**config.mk**
```make
export PLATFORM = sky130hd
export DESIGN_NAME = div_32
export DESIGN_NICKNAME = d
export VERILOG_FILES = /design/src/rtl/div_32_pkg.sv /design/src/rtl/adder_32.sv /design/src/rtl/div_32.sv
export SDC_FILE = /design/constraint.sdc
export NUM_CORES = 1
export LEC_CHECK = 0
export ABC_AREA = 1
export BUFFER_PORTS_ARGS = -buffer_cell sky130_fd_sc_hd__buf_2
export CAP_MARGIN = 20
export CELL_PAD_IN_SITES_DETAIL_PLACEMENT = 0
export CELL_PAD_IN_SITES_GLOBAL_PLACEMENT = 1
export CORE_MARGIN = 10
export CORE_UTILIZATION = 40
export CTS_BUF_LIST = sky130_fd_sc_hd__clkbuf_8
export DETAILED_ROUTE_END_ITERATION = 12
export HOLD_SLACK_MARGIN = 0.06
export PLACE_DENSITY = 0.85
export SKIP_LAST_GASP = 1
export SYNTH_ARGS = -nofsm -noshare
export SYNTH_HDL_FRONTEND = slang
export SYNTH_SLANG_ARGS = --single-unit
```
**constraint.sdc**
```tcl
create_clock -name clock -period 9.07 [get_ports clock]
set_clock_uncertainty 0.15 [all_clocks]
set_input_delay 1.3605 -clock clock [delete_from_list [all_inputs] [get_ports clock]]
set_output_delay 1.3605 -clock clock [all_outputs]
set_load 0.01 [all_outputs]
```
**src/rtl/div_32_pkg.sv**
```systemverilog
// Shared constants, types and helpers for the iterative signed divider.
package div_32_pkg;

    localparam logic [1:0] IDLE = 2'b00;
    localparam logic [1:0] RUN  = 2'b01;
    localparam logic [1:0] DONE = 2'b10;

    localparam int          DIV_ITERS = 32;
    localparam logic [31:0] INT_MIN   = 32'h8000_0000;

    typedef struct packed {
        logic div0;
        logic ovf;
    } exc_class_t;

    function automatic logic [31:0] neg32(input logic [31:0] x);
        return ~x + 32'd1;
    endfunction

    // 0x80000000 maps onto itself, which is the correct unsigned magnitude.
    function automatic logic [31:0] abs32(input logic [31:0] x);
        return x[31] ? neg32(x) : x;
    endfunction

endpackage

```
**src/rtl/adder_32.sv**
```systemverilog
// 32-bit carry-lookahead adder: 4-bit lookahead groups chained on group carries.
module adder_32 (
    input  logic [31:0] a,
    input  logic [31:0] b,
    input  logic        cin,
    output logic [31:0] sum,
    output logic        cout
);

    logic [31:0] g;
    logic [31:0] p;
    logic [31:0] c;
    logic [7:0]  gg;
    logic [7:0]  gp;
    logic [8:0]  gc;

    assign g = a & b;
    assign p = a ^ b;

    generate
        for (genvar gi = 0; gi < 8; gi++) begin : g_grp
            localparam int B = gi * 4;
            assign gg[gi] = g[B+3]
                          | (p[B+3] & g[B+2])
                          | (p[B+3] & p[B+2] & g[B+1])
                          | (p[B+3] & p[B+2] & p[B+1] & g[B]);
            assign gp[gi] = &p[B+3:B];
        end
    endgenerate

    always_comb begin
        gc    = '0;
        c     = '0;
        gc[0] = cin;
        for (int k = 0; k < 8; k++) begin
            gc[k+1] = gg[k] | (gp[k] & gc[k]);
        end
        c[0] = gc[0];
        for (int i = 1; i < 32; i++) begin
            c[i] = ((i % 4) == 0) ? gc[i/4] : (g[i-1] | (p[i-1] & c[i-1]));
        end
    end

    assign sum  = p ^ c;
    assign cout = gc[8];

endmodule

```
**src/rtl/div_32.sv**
```systemverilog
// Multi-cycle signed 32-bit restoring divider; one trial subtraction per clock.
module div_32
    import div_32_pkg::*;
#(
    parameter int WIDTH = 32,
    parameter int CNT_W = 6
) (
    input  logic             clock,
    input  logic             reset_n,
    input  logic             ctrl_DIV,
    input  logic [WIDTH-1:0] data_operandA,
    input  logic [WIDTH-1:0] data_operandB,
    output logic [WIDTH-1:0] data_result,
    output logic [WIDTH-1:0] data_remainder,
    output logic             data_exception,
    output logic             data_resultRDY,
    output logic             busy
);

    logic [1:0]       state_q, state_d;
    logic [CNT_W-1:0] cnt_q, cnt_d;
    logic [WIDTH-1:0] quo_q, quo_d;
    logic [WIDTH-1:0] rem_q, rem_d;
    logic [WIDTH-1:0] dvsr_q, dvsr_d;
    logic [WIDTH-1:0] opa_q, opa_d;
    logic             sgn_quo_q, sgn_quo_d;
    logic             sgn_rem_q, sgn_rem_d;
    exc_class_t       exc_q, exc_d;
    logic [WIDTH-1:0] result_q, result_d;
    logic [WIDTH-1:0] remainder_q, remainder_d;
    logic             exc_out_q, exc_out_d;
    logic             rdy_q, rdy_d;

    logic [WIDTH:0]   rem_sh;
    logic [WIDTH-1:0] dvsr_n;
    logic [WIDTH-1:0] trial_sum;
    logic             trial_cout;
    logic             trial_ok;

    // The partial remainder is always below the divisor, so the shifted value fits in 33 bits.
    assign rem_sh = {rem_q, quo_q[WIDTH-1]};
    assign dvsr_n = ~dvsr_q;

    adder_32 u_trial (
        .a    (rem_sh[WIDTH-1:0]),
        .b    (dvsr_n),
        .cin  (1'b1),
        .sum  (trial_sum),
        .cout (trial_cout)
    );

    assign trial_ok = rem_sh[WIDTH] | trial_cout;

    always_comb begin
        state_d     = state_q;
        cnt_d       = cnt_q;
        quo_d       = quo_q;
        rem_d       = rem_q;
        dvsr_d      = dvsr_q;
        opa_d       = opa_q;
        sgn_quo_d   = sgn_quo_q;
        sgn_rem_d   = sgn_rem_q;
        exc_d       = exc_q;
        result_d    = result_q;
        remainder_d = remainder_q;
        exc_out_d   = exc_out_q;
        rdy_d       = 1'b0;

        if (ctrl_DIV) begin
            // A new start always wins, including over a run that is about to finish.
            state_d   = RUN;
            cnt_d     = '0;
            quo_d     = abs32(data_operandA);
            rem_d     = '0;
            dvsr_d    = abs32(data_operandB);
            opa_d     = data_operandA;
            sgn_quo_d = data_operandA[WIDTH-1] ^ data_operandB[WIDTH-1];
            sgn_rem_d = data_operandA[WIDTH-1];
            exc_d.div0 = (data_operandB == '0);
            exc_d.ovf  = (data_operandA == INT_MIN) && (data_operandB == '1);
        end else begin
            case (state_q)
                RUN: begin
                    if (cnt_q == CNT_W'(DIV_ITERS)) begin
                        state_d = DONE;
                        rdy_d   = 1'b1;
                        if (exc_q.div0) begin
                            result_d    = '0;
                            remainder_d = opa_q;
                            exc_out_d   = 1'b1;
                        end else if (exc_q.ovf) begin
                            result_d    = INT_MIN;
                            remainder_d = '0;
                            exc_out_d   = 1'b1;
                        end else begin
                            result_d    = sgn_quo_q ? neg32(quo_q) : quo_q;
                            remainder_d = sgn_rem_q ? neg32(rem_q) : rem_q;
                            exc_out_d   = 1'b0;
                        end
                    end else begin
                        quo_d = {quo_q[WIDTH-2:0], trial_ok};
                        rem_d = trial_ok ? trial_sum : rem_sh[WIDTH-1:0];
                        cnt_d = cnt_q + CNT_W'(1);
                    end
                end
                DONE:    state_d = IDLE;
                default: state_d = IDLE;
            endcase
        end
    end

    always_ff @(posedge clock or negedge reset_n) begin
        if (!reset_n) begin
            state_q     <= IDLE;
            cnt_q       <= '0;
            quo_q       <= '0;
            rem_q       <= '0;
            dvsr_q      <= '0;
            opa_q       <= '0;
            sgn_quo_q   <= 1'b0;
            sgn_rem_q   <= 1'b0;
            exc_q       <= '0;
            result_q    <= '0;
            remainder_q <= '0;
            exc_out_q   <= 1'b0;
            rdy_q       <= 1'b0;
        end else begin
            state_q     <= state_d;
            cnt_q       <= cnt_d;
            quo_q       <= quo_d;
            rem_q       <= rem_d;
            dvsr_q      <= dvsr_d;
            opa_q       <= opa_d;
            sgn_quo_q   <= sgn_quo_d;
            sgn_rem_q   <= sgn_rem_d;
            exc_q       <= exc_d;
            result_q    <= result_d;
            remainder_q <= remainder_d;
            exc_out_q   <= exc_out_d;
            rdy_q       <= rdy_d;
        end
    end

    assign data_result    = result_q;
    assign data_remainder = remainder_q;
    assign data_exception = exc_out_q;
    assign data_resultRDY = rdy_q;
    assign busy           = (state_q == RUN);

endmodule

```
# ---- Yosys cells after proc, flatten, opt, wreduce, memory -nomap -nowiden
# Cells that the tools add are included.
dict set report op_classes {
  n_addsub 5
  mul 0
  div 0
  order_cmp 0
  eq_ne 6
  n_shift 0
  n_mux 26
  bitwise 137
  reduce_logical 13
}
# op n
set ops {}
lappend ops {{2-to-1 mux 32 bit} 15}
lappend ops {{inverter 32 bit} 5}
lappend ops {{adder 32 x 1 -> 32 bit (second input constant)} 4}
lappend ops {{bitwise AND 1 bit} 70}
lappend ops {{equality test 32 bit (second input constant)} 2}
lappend ops {{XOR 32 bit} 2}
lappend ops {{OR 1 bit} 57}
lappend ops {{bitwise AND 32 bit} 1}
lappend ops {{logical NOT 32 bit} 1}
lappend ops {{AND reduction 4 bit} 8}
lappend ops {{2-to-1 mux 6 bit} 3}
lappend ops {{adder 6 x 1 -> 6 bit (second input constant)} 1}
lappend ops {{equality test 6 bit (second input constant)} 1}
lappend ops {{2-to-1 mux 2 bit} 3}
lappend ops {{2-to-1 mux 1 bit} 5}
lappend ops {{inequality test 3 x 2 -> 1 bit (second input constant)} 1}
lappend ops {{AND reduction 3 bit} 1}
lappend ops {{equality test 2 x 1 -> 1 bit (second input constant)} 1}
lappend ops {{inequality test 2 bit (second input constant)} 1}
lappend ops {{AND reduction 2 bit} 1}
lappend ops {{nonzero test 2 bit} 1}
lappend ops {{logical AND 1 bit} 1}
lappend ops {{inverter 1 bit} 1}
lappend ops {{XOR 1 bit} 1}
dict set report totals {
  ff_bits 206
  latch_bits 0
  ram_bits 0
  rom_bits 0
  inputBits 67
  output_inout_bits 67
  elab_cells 201
  mem_count 0
}

# ---- Longest topological paths before layout
# Gate-level depths: netlist of the first run.
dict set report depth {
  depth_word 30
  ltp_mapped 25
  depth_no_buf 25
}

# ---- Hierarchy
# From an unflattened synthesis of the first run, not the netlist that was laid out.
dict set report unflattened {
  cells_unflattened 1854
  area_unflattened_um2 13377.8
}
# module n_inst cells_each area_per_inst_um2 seq_area_each_um2
set modules_own_cells {}
lappend modules_own_cells {div_32 1 1694 11917.7 5129.9}
lappend modules_own_cells {adder_32 1 160 1460.2 0.0}

# ---- Worst setup path after synthesis of the first run
# OpenSTA, ideal clock, no wires.
dict set report synth_path {
  kind {register to register}
  from {register quo_q[31]}
  to {register rem_q[31]}
  setup_time_ns 0.117
  t_arrival_ns 3.219
  required_time_ns 8.803
  setup_slack_ns 5.584
  stages_incl_launch_ff 25
  path_buffers 0
  synth_period_minus_slack_ns 3.486
  cell_sequence {dfrtp_1 inv_1 ha_1 or2_0 nand2_1 nand2_2 nand2_2 nand2_2 nand2_2 nand2_2 nand2_2 nand2_2 nand2_2 nand2_2 nand2_2 nand2_2 nand2_2 nand2_4 fa_1 fa_1 fa_1 xnor2_1 nand2_1 nand3_1 nand2_1}
}
dict set report synth_between {
  elab_chain_len 27
  word_cells_on_any_way 32
  classes_between {mux (4); bitwise (27); reduce/logical (1)}
}
# element line
set synth_lines {}
lappend synth_lines {{start, declared} div_32.sv:22} ;# logic [WIDTH-1:0] quo_q, quo_d;
lappend synth_lines {{start signal, assigned} div_32.sv:130} ;# quo_q <= quo_d;
lappend synth_lines {{bitwise AND 32 bit} adder_32.sv:17} ;# assign g = a & b;
lappend synth_lines {{bitwise AND 1 bit} adder_32.sv:26} ;# | (p[B+3] & p[B+2] & p[B+1] & g[B]);
lappend synth_lines {{OR 1 bit} adder_32.sv:26}
lappend synth_lines {{OR 1 bit *} adder_32.sv:36} ;# gc[k+1] = gg[k] | (gp[k] & gc[k]);
lappend synth_lines {{bitwise AND 1 bit *} adder_32.sv:36}
lappend synth_lines {{OR 1 bit *} adder_32.sv:36}
lappend synth_lines {{bitwise AND 1 bit *} adder_32.sv:36}
lappend synth_lines {{OR 1 bit *} adder_32.sv:36}
lappend synth_lines {{[... 11 more ...]} n/a}
lappend synth_lines {{OR 1 bit} adder_32.sv:40} ;# c[i] = ((i % 4) == 0) ? gc[i/4] : (g[i-1] | (p[i-1] & c[i-1]));
lappend synth_lines {{bitwise AND 1 bit} adder_32.sv:40}
lappend synth_lines {{OR 1 bit} adder_32.sv:40}
lappend synth_lines {{XOR 32 bit} adder_32.sv:44} ;# assign sum = p ^ c;
lappend synth_lines {{2-to-1 mux 32 bit *} div_32.sv:102} ;# rem_d = trial_ok ? trial_sum : rem_sh[WIDTH-1:0];
lappend synth_lines {{2-to-1 mux 32 bit *} div_32.sv:84} ;# if (cnt_q == CNT_W'(DIV_ITERS)) begin
lappend synth_lines {{2-to-1 mux 32 bit *} div_32.sv:82} ;# case (state_q)
lappend synth_lines {{2-to-1 mux 32 bit *} div_32.sv:69} ;# if (ctrl_DIV) begin
lappend synth_lines {{end signal, assigned} div_32.sv:131} ;# rem_q <= rem_d;
lappend synth_lines {{end, declared} div_32.sv:23} ;# logic [WIDTH-1:0] rem_q, rem_d;
# Every way passes the cells marked *; elsewhere a longest branch is shown, timed or not. The select of a mux whose other input is x is not followed.
# A chain may end at the register's enable or synchronous reset.

# ---- Final worst setup path of the first run
# Ends and elaborated chain as after synthesis.

==> out/results.ini, run 1 <==
[run_status]
status = finished clean

[synthesis]
synth_fp_nets = 1858
ys_top_cells_by_area = dfrtp_1 (39%), nand2_1 (10%), nand3_1 (6.7%)
async_flop_share = 1.000
synth_seq_cells = 205
synth_top_area_share = 0.3920
synthFlopType = dfrtp_1
synthCells = 1728
synth_edf_count = 0
synth_area_um2 = 13090
avgSynthCellArea_um2 = 7.572
yosys.area.top_type = dfrtp_1
yosys_warnings = 0
ys_types = 52
synth_seq_area_share = 0.3920

[finish]
nNetsFinal = 1969
area_growth_pct = 13.43
final-seq-area_um2 = 5130
drive_gt1_frac = 0.1442
final_cell_mix = nand2_1 (361), inv_1 (226), dfrtp_1 (205), nand3_1 (174), nor2_1 (145)
design_area_um2 = 14840
fillers = 3422
multi_input_area_um2 = 6810
layout_commonest_cell = nand2_1

[worst_setup_path]
crit_path_frequent_cell = nand2_2
end_kind = flop
cp_data_arrival_time_ns = 4.10
cpLargestDelayFamily = simple AND/OR/NAND/NOR gates
r2r-end = rem_q[31]$_DFFE_PN0P_
required_ns = 9.34
cp.depth = 24
path_cells = inv_1 > ha_1 > or2_0 > nand2_1 > nand2_2 > nand2_2 > nand2_2 > nand2_2 > nand2_2 > nand2_2 > nand2_2 > nand2_2 > nand2_2 > nand2_2 > nand2_2 > nand2_2 > nand2_4 > fa_1 > fa_1 > fa_1 > xnor2_1 > nand2_1 > nand3_1 > nand2_1
cpPeakStageDelay_ns = 0.40
crit_slowest_cell = dfrtp_1
crit_buf_inv = 1
critPathLaunchType = flop
cp_max_fo = 4
r2r_cells = 24
timing.rr.start = quo_q[31]$_DFFE_PN0P_
crit_type = reg -> reg
reg2reg_slack_ns = 5.24

[power_and_ir_drop]
vdd_drop_max_mv = 0.1565
leakage_uw = 0.007501
switching_share = 0.4236
p_comb_frac = 0.419
power.density_nw_per_um2 = 248.8
clkPwrFrac = 0.243
internal-power_uw = 2129
p_seq_frac = 0.338
p_switching_uw = 1564

[place]
place_area_um2 = 14070
port_buffers = 133
dpl.hpwl_um = 28100
dp_slack_ns = 5.056
place_congestion = 0.8585

[clock_tree]
clk_latency_ns = 0.54
cts_buffer_depth = 3
cts_hold_buf = 0
cts_tree = yes
cts_max_level = 2
path_clk_slew_ns = 0.06
cts_root_buffer = clkbuf_8
post_cts_buffers = 0
post_cts_resized = 0
cts_made_buffers = 40
clock-sinks = 205

[min_path]
holdCritPathClass = reg -> reg
hold_depth = 2
min_to = opa_q[26]$_DFFE_PN0P_
hp-start = opa_q[26]$_DFFE_PN0P_

[timing]
fin_crit_ns = 3.827
rsz0062_at_grt = no
setup_viol = 0
relSlewSlack = 0.3126
period_share = 0.4219
fmax_mhz = 261.3
worstMarginPinSlew_ns = 1.030
fin_ws_ns = 5.243
maxSlewViolCount = 0
hold_violations = 0
tns_ns = 0

[drt]
viasPerCell = 5.207
firstDrtPassIters = 5
ant_nets = 0
drtIter0Drc = 819
drc = 0
postRouteWirelength_um = 38290
wl_per_cell_um = 16.58
vias = 12020

[global_routing]
top_usage_layer = met2
use_met3 = 0.03098
first_global_vias = 12280
grt_max_degree = 73
met2_usage = 0.3192
grt_first_pass_wirelength_um = 63600
grt_util_all_layers = 0.1887
grt.overflow.total = 0
use_met1 = 0.2444
antenna_found_initial = 0

[die]
die-height_um = 200.9
top_level_ports = 134
die_width_um = 200.9
initial_core_util = 0.4042
num_rows = 66
die_area_um2 = 40350
core-area_um2 = 32370

[job]
drv_cap = 0

==> power groups by stage <==
stage	clock (uW)	combinational [uW]	sequential, uW
floorplan	0	1240	1200
global placement	0	1510	1260
detailed placement	0	1550	1260
CTS	914	1560	1250
global route	955	1800	1280
finish	896	1550	1250
==> synthesized netlist by cell type, types with 2 or more instances <==
master / count
nor2_1: 148
nor3_1: 23
buf_4: 2
a32o_1: 7
nand3b_1: 2
nand2_8: 2
nand4_1: 25
a22o_1: 3
buf_1: 9
nor3_2: 10
clkbuf_1: 56
buf_2: 6
or2_2: 5
a21o_1: 2
o22ai_1: 4
nor4_1: 5
o21ai_2: 3
dfrtp_1: 205
buf_6: 2
ha_1: 40
o211ai_1: 9
fa_1: 23
a21oi_1: 101
inv_2: 2
o221ai_1: 26
nand2_2: 27
o21ai_1: 13
a41oi_1: 3
buf_12: 2
nand3_1: 174
o21ai_0: 136
a31oi_1: 9
nand2_1: 361
inv_1: 213
xnor2_1: 15
nor2_2: 9
xor2_1: 30
or2_0: 2
==> layout make-up <==
| class | instances | area share |
|---|---|---|
| Clock buffer | 50 | 0.04636 |
| Antenna cell | 1 | 0.0001686 |
| Multi-Input combinational cell | 1231 | 0.4588 |
| Inverter | 215 | 0.05437 |
| Sequential cell | 205 | 0.3456 |
| Timing Repair Buffer | 146 | 0.05201 |
| Tap cell | 442 | 0.03726 |
| Clock inverter | 19 | 0.005395 |
==> per-layer routing <==
metal  vias to the layer above  wire [um]
met5                         -          0
met4                         0        808
met3                        53       1836
met2                       270      18390
met1                      5769      17260
li1                       5932          -
==> cell families after synthesis <==
kind of cell,count (synthesis),share of synthesized area
simple gates,799,0.2731
flops,205,0.3920
xor+xnor,45,0.03012
buf+inv,292,0.08854
fa+ha+maj,63,0.07344
compound gates,324,0.1428
==> worst max path at each step <==
| stage | startpoint | to | slack, ns |
|---|---|---|---|
| after floorplan | quo_q[31]$_DFFE_PN0P_ | rem_q[31]$_DFFE_PN0P_ | 5.58 |
| after global placement | ctrl_DIV | data_result[23]$_DFFE_PN0P_ | 5.08 |
| after detailed placement | ctrl_DIV | data_result[23]$_DFFE_PN0P_ | 5.06 |
| after CTS | quo_q[31]$_DFFE_PN0P_ | rem_q[31]$_DFFE_PN0P_ | 5.23 |
| after global routing | quo_q[31]$_DFFE_PN0P_ | rem_q[31]$_DFFE_PN0P_ | 4.98 |
| final | quo_q[31]$_DFFE_PN0P_ | rem_q[31]$_DFFE_PN0P_ | 5.24 |
==> registers in the layout (all words and copies together), names as in the netlist <==
register / cells
data_remainder: 32
data_result: 32
dvsr_q: 32
opa_q: 32
quo_q: 32
rem_q: 32
cnt_q: 6
exc_q: 2
state_q: 2
data_exception: 1
data_resultRDY: 1
sgn_quo_q: 1
==> tightest hold or removal path, stage by stage (launching register included) <==
cell and delay, ns:
dfrtp_1 0.34, nand2_1 0.06, nand2_1 0.05
==> through the flow <==
| stage | instances | power (uW) | hold WS, ns | utilization |
|---|---|---|---|---|
| 3_5_place_dp | 2239 | 2808 | 0.3141 | 0.4347 |
| 2_1_floorplan | 1728 | 2446 | 0.2922 | - |
| 4_1_cts | 2308 | 3719 | 0.3289 | 0.4584 |
| 5_1_grt | 2308 | 4035 | 0.3470 | 0.4584 |
| 3_3_place_gp | 2239 | 2762 | 0.3076 | 0.4347 |
| 6_report | 2309 | 3693 | 0.3260 | 0.4585 |
Power figures use the tool's default switching activity.
==> run 2: changes to the inputs <==
- clock period: 9.07 -> 4 ns (I/O delays scaled with it)
==> run 2 against run 1 <==
Die area unchanged. Worst hold slack got worse by 0.30 ns. Setup slack worse by 5.0 ns. Power grew 130%. Wire length rose by 2.1%. Maximum frequency rose by 2.9%. Core utilization increased by 0.23 points.
==> out/results.ini, run 2 (synthesis results as in run 1) <==
[place]
port_buffers = 133  ; unchanged
place_congestion = 0.8782  ; +2.3%
dpl.hpwl_um = 29080  ; +3.5%
dp_slack_ns = 0.2462  ; -4.810 ns

[timing]
setup_viol = 0  ; unchanged
tns_ns = 0  ; unchanged
fin_crit_ns = 3.720  ; -0.1064 ns
relSlewSlack = 0.3612  ; +0.04855
fmax_mhz = 268.8  ; +2.9%
fin_ws_ns = 0.2796  ; -4.964 ns
period_share = 0.9301  ; +0.5082
hold_violations = 0  ; unchanged
rsz0062_at_grt = no
worstMarginPinSlew_ns = 0.9583  ; -0.07172 ns
maxSlewViolCount = 0  ; unchanged

[drt]
firstDrtPassIters = 5  ; unchanged
ant_nets = 0  ; unchanged
drc = 0  ; unchanged
postRouteWirelength_um = 39080  ; +2.1%
viasPerCell = 5.281  ; +1.4%
vias = 12230  ; +1.7%
drtIter0Drc = 890  ; +8.7%
wl_per_cell_um = 16.88  ; +1.8%

[clock_tree]
cts_buffer_depth = 3  ; unchanged
cts_tree = yes
cts_max_level = 2  ; unchanged
cts_hold_buf = 0  ; unchanged
post_cts_buffers = 0  ; unchanged
cts_root_buffer = clkbuf_8
clock-sinks = 205  ; unchanged
path_clk_slew_ns = 0.06  ; about the same
cts_made_buffers = 39  ; -2.5%
post_cts_resized = 0  ; unchanged
clk_latency_ns = 0.54  ; about the same

[global_routing]
grt_first_pass_wirelength_um = 64960  ; +2.1%
grt.overflow.total = 0  ; unchanged
grt_util_all_layers = 0.1933  ; +0.004632
first_global_vias = 12470  ; +1.5%
grt_max_degree = 109  ; +49%
antenna_found_initial = 2  ; +2

[power_and_ir_drop]
power.density_nw_per_um2 = 566.6  ; +130%
finalPower_uw = 8452  ; +130%
leakage_uw = 0.007534  ; +0.43%
vdd_drop_max_mv = 0.2745  ; +75%

[worst_setup_path]
required_ns = 4.27  ; -5.07 ns
crit_path_frequent_cell = nand2_2
crit_type = reg -> reg
critPathLaunchType = flop
crit_slowest_cell = fa_1
path_cells = inv_1 > ha_1 > or2_0 > nand2_1 > nand2_2 > nand2_2 > nand2_2 > nand2_2 > nand2_2 > nand2_2 > nand2_2 > nand2_2 > nand2_2 > nand2_2 > nand2_2 > nand2_2 > nand2_4 > fa_1 > fa_1 > fa_1 > xnor2_1 > nand2_1 > nand3_1 > nand2_1
cp_data_arrival_time_ns = 3.99  ; -0.11 ns
end_kind = flop
cp_max_fo = 3  ; -1
cpPeakStageDelay_ns = 0.39  ; about the same

[die]
die_width_um = 200.9  ; unchanged
die-height_um = 200.9  ; unchanged
top_level_ports = 134  ; unchanged
initial_core_util = 0.4042  ; unchanged
core-area_um2 = 32370  ; unchanged
die_area_um2 = 40350  ; unchanged
num_rows = 66  ; unchanged

[finish]
final_cell_mix = nand2_1 (361), inv_1 (222), dfrtp_1 (205), nand3_1 (174), nor2_1 (146)
nNetsFinal = 1979  ; +0.51%
diodes = 0  ; -1
area_growth_pct = 14.00
layout_commonest_cell = nand2_1
drive_gt1_frac = 0.1490  ; +0.004800

[job]
drv_cap = 0  ; unchanged

[run_status]
status = finished clean

[min_path]
holdCritPathClass = in -> async

==> run 2: final timing paths <==
check / start / to / slack, ns / cells after the start
max: quo_q[31]$_DFFE_PN0P_ / rem_q[31]$_DFFE_PN0P_ / 0.28 / 24
min: reset_n / data_result[7]$_DFFE_PN0P_ / 0.03 / 1
max reg2reg: quo_q[31]$_DFFE_PN0P_ / rem_q[31]$_DFFE_PN0P_ / 0.28 / 24
min reg2reg: data_result[25]$_DFFE_PN0P_ / data_result[25]$_DFFE_PN0P_ / 0.32 / 2
max in group asynchronous: reset_n / dvsr_q[29]$_DFFE_PN0P_ / 2.68 / 2
min in group clock: data_operandA[0] / opa_q[0]$_DFFE_PN0P_ / 0.18 / 3
==> run 2: critical path, delay by kind of cell, from the launching register on <==
family | cells | cell delay, ns
adder cells (fa/ha/maj) | 4 | 1.46
AND/OR/NAND/NOR | 18 | 1.36
flip-flops | 1 | 0.38
XOR/XNOR | 1 | 0.17
buffers and inverters | 1 | 0.07
==> run 2: stage by stage <==
stage | std cells | hold slack [ns] | area (um^2) | utilization
global route | 2315 | 0.08727 | 14920 | 0.4608
CTS | 2315 | 0.06715 | 14920 | 0.4608
global placement | 2250 | 0.3094 | 14160 | 0.4376
finish | 2315 | 0.02825 | 14920 | 0.4608
detailed placement | 2250 | 0.3134 | 14160 | 0.4376
floorplan | 1728 | 0.1544 | 13090 | -
==> run 2: layer usage <==
layer | part of all wire | wire (um) | up-vias | global-route usage
met5 | 0.00036 | 14 | - | 0
met4 | 0.028 | 1105 | 4 | 0.06492
met3 | 0.049 | 1929 | 77 | 0.03324
met2 | 0.48 | 18740 | 283 | 0.3207
met1 | 0.44 | 17290 | 5910 | 0.2497
li1 | - | - | 5952 | -
==> run 2: cell type report <==
cell class / instances / area, um^2
clock buffer: 50 / 688.2
clock inverter: 15 / 63.81
fill: 3329 / 17450
inverter: 215 / 807.0
multi-input combinational: 1231 / 6808
sequential: 205 / 5130
tap: 442 / 553.0
timing repair buffer: 157 / 867.1
==> run 2: where the power goes <==
part / total, uW / leakage, uW / internal (uW) / switching [uW]
registers: 2810 / 0.00256 / 2380 / 439
clock network: 2030 / 0.000430 / 1110 / 922
logic: 3600 / 0.00454 / 1360 / 2250
